[src/rtl/kiscv_control.sv]
// rtl/kiscv_control.sv - KISC-V multi-cycle control FSM and APB master (KISCV_IRQ_EN adds the irq input)
module kiscv_control #(
  parameter logic [31:0] SYS_ADDR  = 32'h4,
  parameter bit          FENCE_NOP = 1'b1
) (
  input  logic        clk,
  input  logic        rst_n,
  input  logic [31:0] instruction,
  input  logic        branch_cond,
  input  logic        pready,
`ifdef KISCV_IRQ_EN
  input  logic        irq,
`endif
  output logic        psel,
  output logic        penable,
  output logic        pwrite,
  output logic        mem_access,
  output logic        sys_load,
  output logic        sys_load_pc,
  output logic        lui_flag,
  output logic        jal_flag,
  output logic        alu_flag,
  output logic        load_branch,
  output logic        load_jalr,
  output logic        load_pc,
  output logic        alu_rs1,
  output logic        alu_imm_i,
  output logic        immediate,
  output logic        ir_load,
  output logic        pc_load,
  output logic        pc_inc,
  output logic        reg_we,
  output logic [3:0]  state
);

  typedef enum logic [3:0] {
    S_RST = 4'd0, S_FS = 4'd1, S_FA = 4'd2, S_EX = 4'd3,
    S_MS  = 4'd4, S_MA = 4'd5, S_WS = 4'd6, S_WA = 4'd7,
    S_RS  = 4'd8, S_RA = 4'd9, S_JP = 4'd10
  } state_t;

  localparam logic [6:0] OPC_OP     = 7'b0110011;
  localparam logic [6:0] OPC_OP_IMM = 7'b0010011;
  localparam logic [6:0] OPC_LUI    = 7'b0110111;
  localparam logic [6:0] OPC_AUIPC  = 7'b0010111;
  localparam logic [6:0] OPC_JAL    = 7'b1101111;
  localparam logic [6:0] OPC_JALR   = 7'b1100111;
  localparam logic [6:0] OPC_BRANCH = 7'b1100011;
  localparam logic [6:0] OPC_LOAD   = 7'b0000011;
  localparam logic [6:0] OPC_STORE  = 7'b0100011;
  localparam logic [6:0] OPC_MISC   = 7'b0001111;

  state_t     st;
  logic [6:0] opcode;
  logic       op_load, op_store, op_mem, op_fence_nop, op_retire_ex;
  logic       irq_take;
  state_t     ex_next;
  logic       unused_ok;

  assign opcode       = instruction[6:0];
  assign op_load      = (opcode == OPC_LOAD);
  assign op_store     = (opcode == OPC_STORE);
  assign op_mem       = op_load | op_store;
  assign op_fence_nop = FENCE_NOP && (opcode == OPC_MISC);

  // Opcodes that finish entirely in EX; anything else non-memory traps.
  assign op_retire_ex = (opcode == OPC_OP) | (opcode == OPC_OP_IMM) |
                        (opcode == OPC_LUI) | (opcode == OPC_AUIPC) |
                        (opcode == OPC_JAL) | (opcode == OPC_JALR) |
                        (opcode == OPC_BRANCH) | op_fence_nop;

`ifdef KISCV_IRQ_EN
  assign irq_take = irq & ~op_mem;
`else
  assign irq_take = 1'b0;
`endif

  always_comb begin
    ex_next = S_FS;
    if (op_mem)
      ex_next = S_MS;
    else if (!op_retire_ex || irq_take)
      ex_next = S_WS;
  end

  // The system address lives in the datapath; upper IR bits are decoded there.
  assign unused_ok = ^{instruction[31:7], SYS_ADDR};
  assign state     = st;

  always_ff @(posedge clk) begin
    if (!rst_n) begin
      st <= S_RST;
    end else begin
      case (st)
        S_RST:   st <= S_FS;
        S_FS:    st <= S_FA;
        S_FA:    if (pready) st <= S_EX;
        S_EX:    st <= ex_next;
        S_MS:    st <= S_MA;
        S_MA:    if (pready) st <= S_FS;
        S_WS:    st <= S_WA;
        S_WA:    if (pready) st <= S_RS;
        S_RS:    st <= S_RA;
        S_RA:    if (pready) st <= S_JP;
        S_JP:    st <= S_FS;
        default: st <= S_RST;
      endcase
    end
  end

  always_comb begin
    psel        = 1'b0;
    penable     = 1'b0;
    pwrite      = 1'b0;
    mem_access  = 1'b0;
    sys_load    = 1'b0;
    sys_load_pc = 1'b0;
    lui_flag    = 1'b0;
    jal_flag    = 1'b0;
    alu_flag    = 1'b0;
    load_branch = 1'b0;
    load_jalr   = 1'b0;
    load_pc     = 1'b0;
    alu_rs1     = 1'b0;
    alu_imm_i   = 1'b0;
    immediate   = 1'b0;
    ir_load     = 1'b0;
    pc_load     = 1'b0;
    pc_inc      = 1'b0;
    reg_we      = 1'b0;
    case (st)
      S_FS: psel = 1'b1;
      S_FA: begin
        psel    = 1'b1;
        penable = 1'b1;
        ir_load = pready;
      end
      S_EX: begin
        case (opcode)
          OPC_OP: begin
            alu_flag = 1'b1;
            alu_rs1  = 1'b1;
            reg_we   = 1'b1;
            pc_inc   = 1'b1;
          end
          OPC_OP_IMM: begin
            alu_flag  = 1'b1;
            immediate = 1'b1;
            alu_imm_i = 1'b1;
            reg_we    = 1'b1;
            pc_inc    = 1'b1;
          end
          OPC_LUI, OPC_AUIPC: begin
            lui_flag = 1'b1;
            reg_we   = 1'b1;
            pc_inc   = 1'b1;
          end
          OPC_JAL: begin
            jal_flag = 1'b1;
            reg_we   = 1'b1;
            pc_load  = 1'b1;
          end
          OPC_JALR: begin
            load_jalr = 1'b1;
            load_pc   = 1'b1;
            alu_imm_i = 1'b1;
            reg_we    = 1'b1;
            pc_load   = 1'b1;
          end
          OPC_BRANCH: begin
            load_branch = 1'b1;
            alu_rs1     = 1'b1;
            pc_load     = branch_cond;
            pc_inc      = ~branch_cond;
          end
          default: pc_inc = op_fence_nop;
        endcase
      end
      S_MS, S_MA: begin
        psel       = 1'b1;
        mem_access = 1'b1;
        alu_imm_i  = op_load;
        pwrite     = op_store;
        if (st == S_MA) begin
          penable = 1'b1;
          reg_we  = pready & op_load;
          pc_inc  = pready;
        end
      end
      S_WS, S_WA: begin
        psel     = 1'b1;
        sys_load = 1'b1;
        pwrite   = 1'b1;
        penable  = (st == S_WA);
      end
      S_RS, S_RA: begin
        psel     = 1'b1;
        sys_load = 1'b1;
        penable  = (st == S_RA);
        ir_load  = (st == S_RA) & pready;
      end
      S_JP: begin
        sys_load_pc = 1'b1;
        pc_load     = 1'b1;
      end
      default: ;
    endcase
  end

endmodule

[config.mk]
export PLATFORM = sky130hd
export DESIGN_NAME = kiscv_control
export DESIGN_NICKNAME = d
export VERILOG_FILES = /design/src/rtl/kiscv_control.sv
export SDC_FILE = /design/constraint.sdc
export NUM_CORES = 1
export LEC_CHECK = 0
export CORE_ASPECT_RATIO = 0.9
export CORE_UTILIZATION = 27
export CTS_CLUSTER_DIAMETER = 80
export DETAILED_ROUTE_END_ITERATION = 10
export GPL_ROUTABILITY_DRIVEN = 0
export PLACE_DENSITY = 0.77
export SLEW_MARGIN = 10
export SYNTH_ARGS = -nofsm -noshare
export SYNTH_HDL_FRONTEND = slang
export SYNTH_SLANG_ARGS = --single-unit
export TNS_END_PERCENT = 10
[constraint.sdc]
create_clock -name clk -period 1.2 [get_ports clk]
set_input_delay 0.18 -clock clk [delete_from_list [all_inputs] [get_ports clk]]
set_output_delay 0.18 -clock clk [all_outputs]
set_load 0.02 [all_outputs]
==> impl_results.md, run 1 <==
- Max-cap violations: 0
- Final nets: 192
- Ys flop type: dfxtp_1
- First-pass GRT wire length: 3884 microns
- Vias in the first global route: 896
- Skew final: 16.81 ps
- Highest routed layer: met4
- CTS tree: yes
- Dpl hpwl: 1988 microns
- Number of synthesis warnings: 0
- Pwr dens: 824.5 nW/um^2
- GRT Util Overall: 21.92%
- Unrepaired setup endpoints after global routing: true
- Pin count of the biggest net entering global routing: 12
- EDFF count, synth: 0
- Gate Count Post-Synth: 89
- DR WL met2: 1249 microns
- Post-route setup slack: -478.3 ps
- Area Growth Syn to Fin: 109.8%
- Final setup viols: 22
- Sequential-to-total area share from yosys stat: 12.75%
- Vias: 965
- Util after Layout: 60.38%
- Leakage: 0.6583 nW
- Power, Total: 1.086 mW
- Initial Util: 28.78%
- M1 WL: 1093 microns
- Failing checks: setup timing
- Nature of the critical path startpoint: flop
- VDD IR-drop max: 0.0007903 V
- Worst slew pin tran: 271.0 ps
- Post-Route WL: 2571 microns
- Via density: 5.302
- Post-DP Area: 1236 sq um
- Worst Path Required: 1020 ps
- Synth Area in XOR/XNOR: 0%
- Simple-Gate Fraction of Synth Area: 42.83%
- Status: finished, violations left
- Clk sink count: 4
- Max Root-Sink Buffers: 2
- Die H: 47.76 microns
- WL/cell: 14.13 microns
- Relative slew slack: 81.79%
- Largest family of logic cells by synthesized area: simple AND/OR/NAND/NOR gates
- Ant diodes: 0
- Max Fanout on Critical Path: 4
- Synthesized net count: 125
- Worst min-delay path category: in -> reg
- Root Driver: clkbuf_4
- PortBufs: 33
- Syn_area_per_cell: 7.057 sq um
- Core Rows: 16
- Routed wl met3: 136 microns
- Ratio of cells with drive above 1 in the final layout: 61.29%
- I/O Pins: 59
- Crit path arrival time: 1500 ps
- Final Max Slew Viols: 0
- Remaining antenna violation count: 0
- CP Capture Type: output port
- Shortest period the worst path allows: 1678 ps
- Final instance area: 1318 sq um
- Global route total overflow: 0
- Num CTS Buffers: 3
- Crit share post-route: 139.9%
- Critical path class: reg -> out
- Clock Pin Slew Worst Setup and Hold Paths: 50 ps
- Fill cells: 194
- Residual DRC count: 0
- Mux cell area share after synthesis: 1.594%
- Largest register FFs: 4
- Final TNS setup: -7141 ps
- H-tree depth: 1
- Drt first pass iters: 4
- Final hold violations: 0
- Compound-gate portion of the synthesized area: 33.47%
- Adder-Cell Fraction of Synth Area: 1.594%
- Initial antenna violation count: 0
- Die X: 52.84 microns
- Fin Hold WS: 527.4 ps
- DRT iter0 DRCs: 10
- Reg2Reg Setup Slack: -220 ps
- Netlist cell types: 41
- FMAX: 595.8 MHz
- Worst skew pair latency: 260 ps
- Die area: 2523 sq um
- Async SR Flop Fraction: 0%
- Core ar.: 2182 sq um
- Register bit total from synthesis: 4
- Cell Area, Synth: 628.1 sq um
[path summary, 6_finish.rpt]
path | start | endpoint | cells past startpoint
worst max-delay path | state[2]$_SDFFE_PN0P_ | immediate | 4
worst min-delay path | pready | state[2]$_SDFFE_PN0P_ | 5
worst max register to register | state[3]$_SDFFE_PN0P_ | state[1]$_SDFFE_PN0P_ | 5
worst min register to register | state[0]$_SDFFE_PN0P_ | state[2]$_SDFFE_PN0P_ | 4
[report_power, final]
part | internal, mW | switching (mW)
sequential | 0.159 | 0.0185
combinational | 0.338 | 0.365
clock | 0.126 | 0.0794
total | 0.624 | 0.463
[synth_stat cells, drive strengths merged, types with 2 or more instances]
cell / n / share of area, %
and2: 3 / 3.0
a41o: 2 / 3.2
nor3: 4 / 4.0
buf: 5 / 5.4
nand2b: 3 / 3.0
a21boi: 3 / 3.6
nor2: 9 / 5.4
and4bb: 2 / 4.0
a21oi: 5 / 4.0
o21ai: 6 / 4.8
nand3: 2 / 1.6
o21a: 2 / 2.4
and3: 3 / 3.0
nand2: 12 / 7.2
inv: 3 / 1.8
and2b: 2 / 2.6
dfxtp: 4 / 13
[routing by layer]
metal / vias up / GRT usage (%)
li1: 462 / -
met1: 454 / 25.79
met2: 39 / 37.47
met3: 10 / 3.810
met4: 0 / 14.21
met5: - / 0
[through the flow]
stage | cells | setup WS, ps
floorplan | 89 | -339.8
global placement | 176 | -1085
detailed placement | 176 | -1135
CTS | 182 | -462.0
global route | 182 | -522.9
finish | 182 | -478.3
[area by class of cell]
type | count | area [sq um] | share of cell area (%)
clock buffer | 4 | 26.28 | 1.994
inverter | 3 | 11.26 | 0.8547
multi-input combinational | 76 | 611.8 | 46.44
sequential | 4 | 87.58 | 6.648
tap | 27 | 33.78 | 2.564
timing repair buffer | 68 | 546.8 | 41.50
[cells in the final DEF (no fill, tap or decap), types with 3 or more instances in the layout]
master            n
nor2_1            6
buf_6            11
nand2_1          11
dfxtp_2           3
buf_4            42
buf_2             6
a21oi_1           4
o21ai_0           3
clkbuf_4          3
clkdlybuf4s15_1   3
o21ai_1           3
[cells by family after synthesis]
| kind of cell | count (synthesis) |
|---|---|
| simple gates | 46 |
| compound gates | 28 |
| flops | 4 |
| fa+ha+maj | 1 |
| mux | 1 |
| buf+inv | 9 |
[critical path: stages (launching register included)]
cell      delay [ps]
dfxtp_2          320
and4bb_2         320
and4b_2          300
and2_2           180
buf_6            110
[what timing repair did]
| action | CTS | global route |
|---|---|---|
| gates resized for setup | 144 | 16 |
| pin swaps | 11 | 4 |
| buffers inserted | 2 | 0 |
| hold buffers | 0 | 0 |
| setup endpoints to repair | 26 | 26 |
Power figures use the tool's default switching activity.
==> run 2: changes to the inputs <==
Settings changed: SLEW_MARGIN 10 to 20.
==> results of run 2 <==
Final layout, timing and power as in run 1 (identical DEF).
==> run 3: changes to the inputs <==
Settings changed: ABC_AREA set to 1, PLACE_DENSITY 0.77 to 0.78, REMOVE_ABC_BUFFERS set to 1.
==> run 3 against run 2 <==
Compared with the run above:
- the run still ends with setup timing left
- routed wire length is 5.9% lower
- count of clock-buffer cells in the layout is 1 lower
- hold slack worse by 0.65 ps
- cell count is 9.9% higher
- synthesized area is 3.2% lower
==> impl_results.md, run 3 <==
- Status: finished, violations left
- Failing checks: setup timing
- Cell Area, Synth: 608.1 sq um
- Max Root-Sink Buffers: 2
- Commonest non-fill, non-tap cell in the layout: buf_4
- Clk sink count: 4
- DRT iter0 DRCs: 34
- Multi-input gate area: 495.5 sq um
- Async SR Flop Fraction: 0%
- WL/cell: 12.10 microns
- Via density: 4.920
- Global route total overflow: 0
- Final setup viols: 23
- Initial antenna violation count: 0
- VDD IR-drop max: 0.0008835 V
- Yosys top cell by area: nand2_1
- Syn_area_per_cell: 5.478 sq um
- WP buf/inv: 4
- Residual DRC count: 0
- Largest register FFs: 4
- Relative slew slack: 80.79%
- CP max-delay cell: dfxtp_4
- Die H: 47.02 microns
- Synth Area in XOR/XNOR: 0%
- FF+latch area: 90.09 sq um
- Crit path arrival time: 1390 ps
- Leakage: 0.6769 nW
- Critical path class: reg -> out
- Synth cell count leaders: nand2_1, inv_1, nor2_1
- Fill cells: 180
- Root Driver: clkbuf_4
- Final Max Slew Viols: 0
- Dpl hpwl: 1874 microns
- Num CTS Buffers: 3
- Remaining antenna violation count: 0
- Clock Pin Slew Worst Setup and Hold Paths: 30 ps
- Drt first pass iters: 4
- Critical path's top delay family: simple AND/OR/NAND/NOR gates
- Skew final: 2.700 ps
- I/O Pins: 59
- Register bit total from synthesis: 4
- Vias in the first global route: 916
- H-tree depth: 1
- CTS tree: yes
- Shortest period the worst path allows: 1569 ps
- Post-Route WL: 2419 microns
- Worst slew pin tran: 287.3 ps
- Die X: 52.03 microns
- Nature of the critical path startpoint: flop
- Unrepaired setup endpoints after global routing: true
- Power, Total: 1.197 mW
- Top-count cell post-synth: nand2_1
- Share of the synthesized area in the top cell type: 13.58%
- Worst min-delay path category: in -> reg
- Initial Util: 30.28%
- Max Fanout on Critical Path: 5
- Ratio of cells with drive above 1 in the final layout: 56.00%
- Post-route setup slack: -368.9 ps
- CP Capture Type: output port
- Ys flop type: dfxtp_1
- Max-cap violations: 0
- EDFF count, synth: 0
- Leading cell types in the layout, fill and taps excluded: buf_4, nand2_1, inv_1
- Compound-gate portion of the synthesized area: 16.26%
- Worst path cell trace: nor3_4 -> nand2_2 -> buf_6 -> buf_6 -> inv_2 -> buf_6
- Adder-Cell Fraction of Synth Area: 0%
- Ant diodes: 0
- Vias: 984
- Slowest Stage Delay on Critical Path: 360 ps
- Die area: 2446 sq um
- First-pass GRT wire length: 3912 microns
- Number of synthesis warnings: 0
- Final nets: 213
- FMAX: 637.4 MHz
- Core ar.: 2008 sq um
- Worst skew pair latency: 220 ps
- Netlist cell types: 26
- Cell mode on critical path: buf_6
- Sequential-to-total area share from yosys stat: 13.17%
- Area Growth Syn to Fin: 104.7%
- Core Rows: 15
- Gate Count Post-Synth: 111
- Util after Layout: 61.99%
- PortBufs: 33
- Largest family of logic cells by synthesized area: simple AND/OR/NAND/NOR gates
- Crit share post-route: 130.7%
- Simple-Gate Fraction of Synth Area: 50.62%
- GRT Util Overall: 21.32%
- Pin count of the biggest net entering global routing: 9
- Pwr dens: 961.4 nW/um^2
- Ranking of synthesized cells by area: nand2_1, dfxtp_1, inv_1, nand3_1, nor2_1
- Worst Path Required: 1020 ps
- Final hold violations: 0
- CTS Hold Bufs: 0
- Mux cell area share after synthesis: 0%
[run 3: through the flow]
step / TNS, ps / instances / hold slack [ps] / setup slack (ps) / cell area [sq um]
floorplan: -8037 / 108 / 277.6 / -908.8 / 578.1
global placement: -16080 / 194 / 653.5 / -945.2 / 1150
detailed placement: -16880 / 194 / 668.4 / -1070 / 1150
CTS: -6292 / 200 / 523.1 / -383.7 / 1242
global route: -7438 / 200 / 542.5 / -432.4 / 1245
finish: -5723 / 200 / 526.8 / -368.9 / 1245
[run 3: cell type report]
| class | instances | area share [%] |
|---|---|---|
| repair buffers | 64 | 41.31 |
| well taps | 25 | 2.513 |
| flip-flops and latches | 4 | 7.236 |
| clock buffers | 3 | 1.809 |
| multi-input cells | 80 | 39.80 |
| inverters | 24 | 7.337 |
[run 3: worst paths after layout]
path                                            start                     to  slack [ps]  depth (start not counted)
worst max-delay path            state[3]$_SDFFE_PN0P_               alu_flag        -370                          6
worst min-delay path                            rst_n  state[2]$_SDFFE_PN0P_         530                          3
worst max register to register  state[3]$_SDFFE_PN0P_  state[1]$_SDFFE_PN0P_        -150                          8
worst min register to register  state[1]$_SDFFE_PN0P_  state[1]$_SDFFE_PN0P_         630                          3
[run 3: worst register-to-register path, stage by stage, from the launching register on]
cell	delay (ps)
dfxtp_4	360
nor3_4	310
buf_4	200
nand2_1	50
inv_1	50
nand3_1	80
nand2_1	70
nand2_1	70
a21oi_2	100
[run 3: where the power goes]
| group | total [mW] | internal (mW) | switching (mW) |
|---|---|---|---|
| Sequential | 0.199 | 0.167 | 0.0326 |
| Clock | 0.152 | 0.111 | 0.0415 |
| Combinational | 0.845 | 0.377 | 0.468 |
| Total | 1.20 | 0.655 | 0.542 |
[run 3: timing repair]
action / 4_1_cts / 5_1_grt
gates cloned: 0 / 0
hold endpoints to repair: 0 / 0
buffers inserted: 3 / 0
pin swaps: 11 / 7
setup endpoints to repair: 27 / 27
gates resized for setup: 147 / 9
[run 3: kinds of logic after synthesis]
| family | count (synthesis) |
|---|---|
| buffers and inverters | 27 |
| AOI/OAI and AO/OA | 15 |
| and+or+nand+nor | 65 |
| DFF | 4 |
[run 3: per-layer routing]
metal / share of wire, % / vias up / GRT usage (%)
li1: - / 490 / -
met5: 0 / - / 0
met3: 7.0 / 8 / 3.560
met1: 45 / 438 / 29.31
met2: 46 / 48 / 33.33
met4: 1.7 / 0 / 8.649
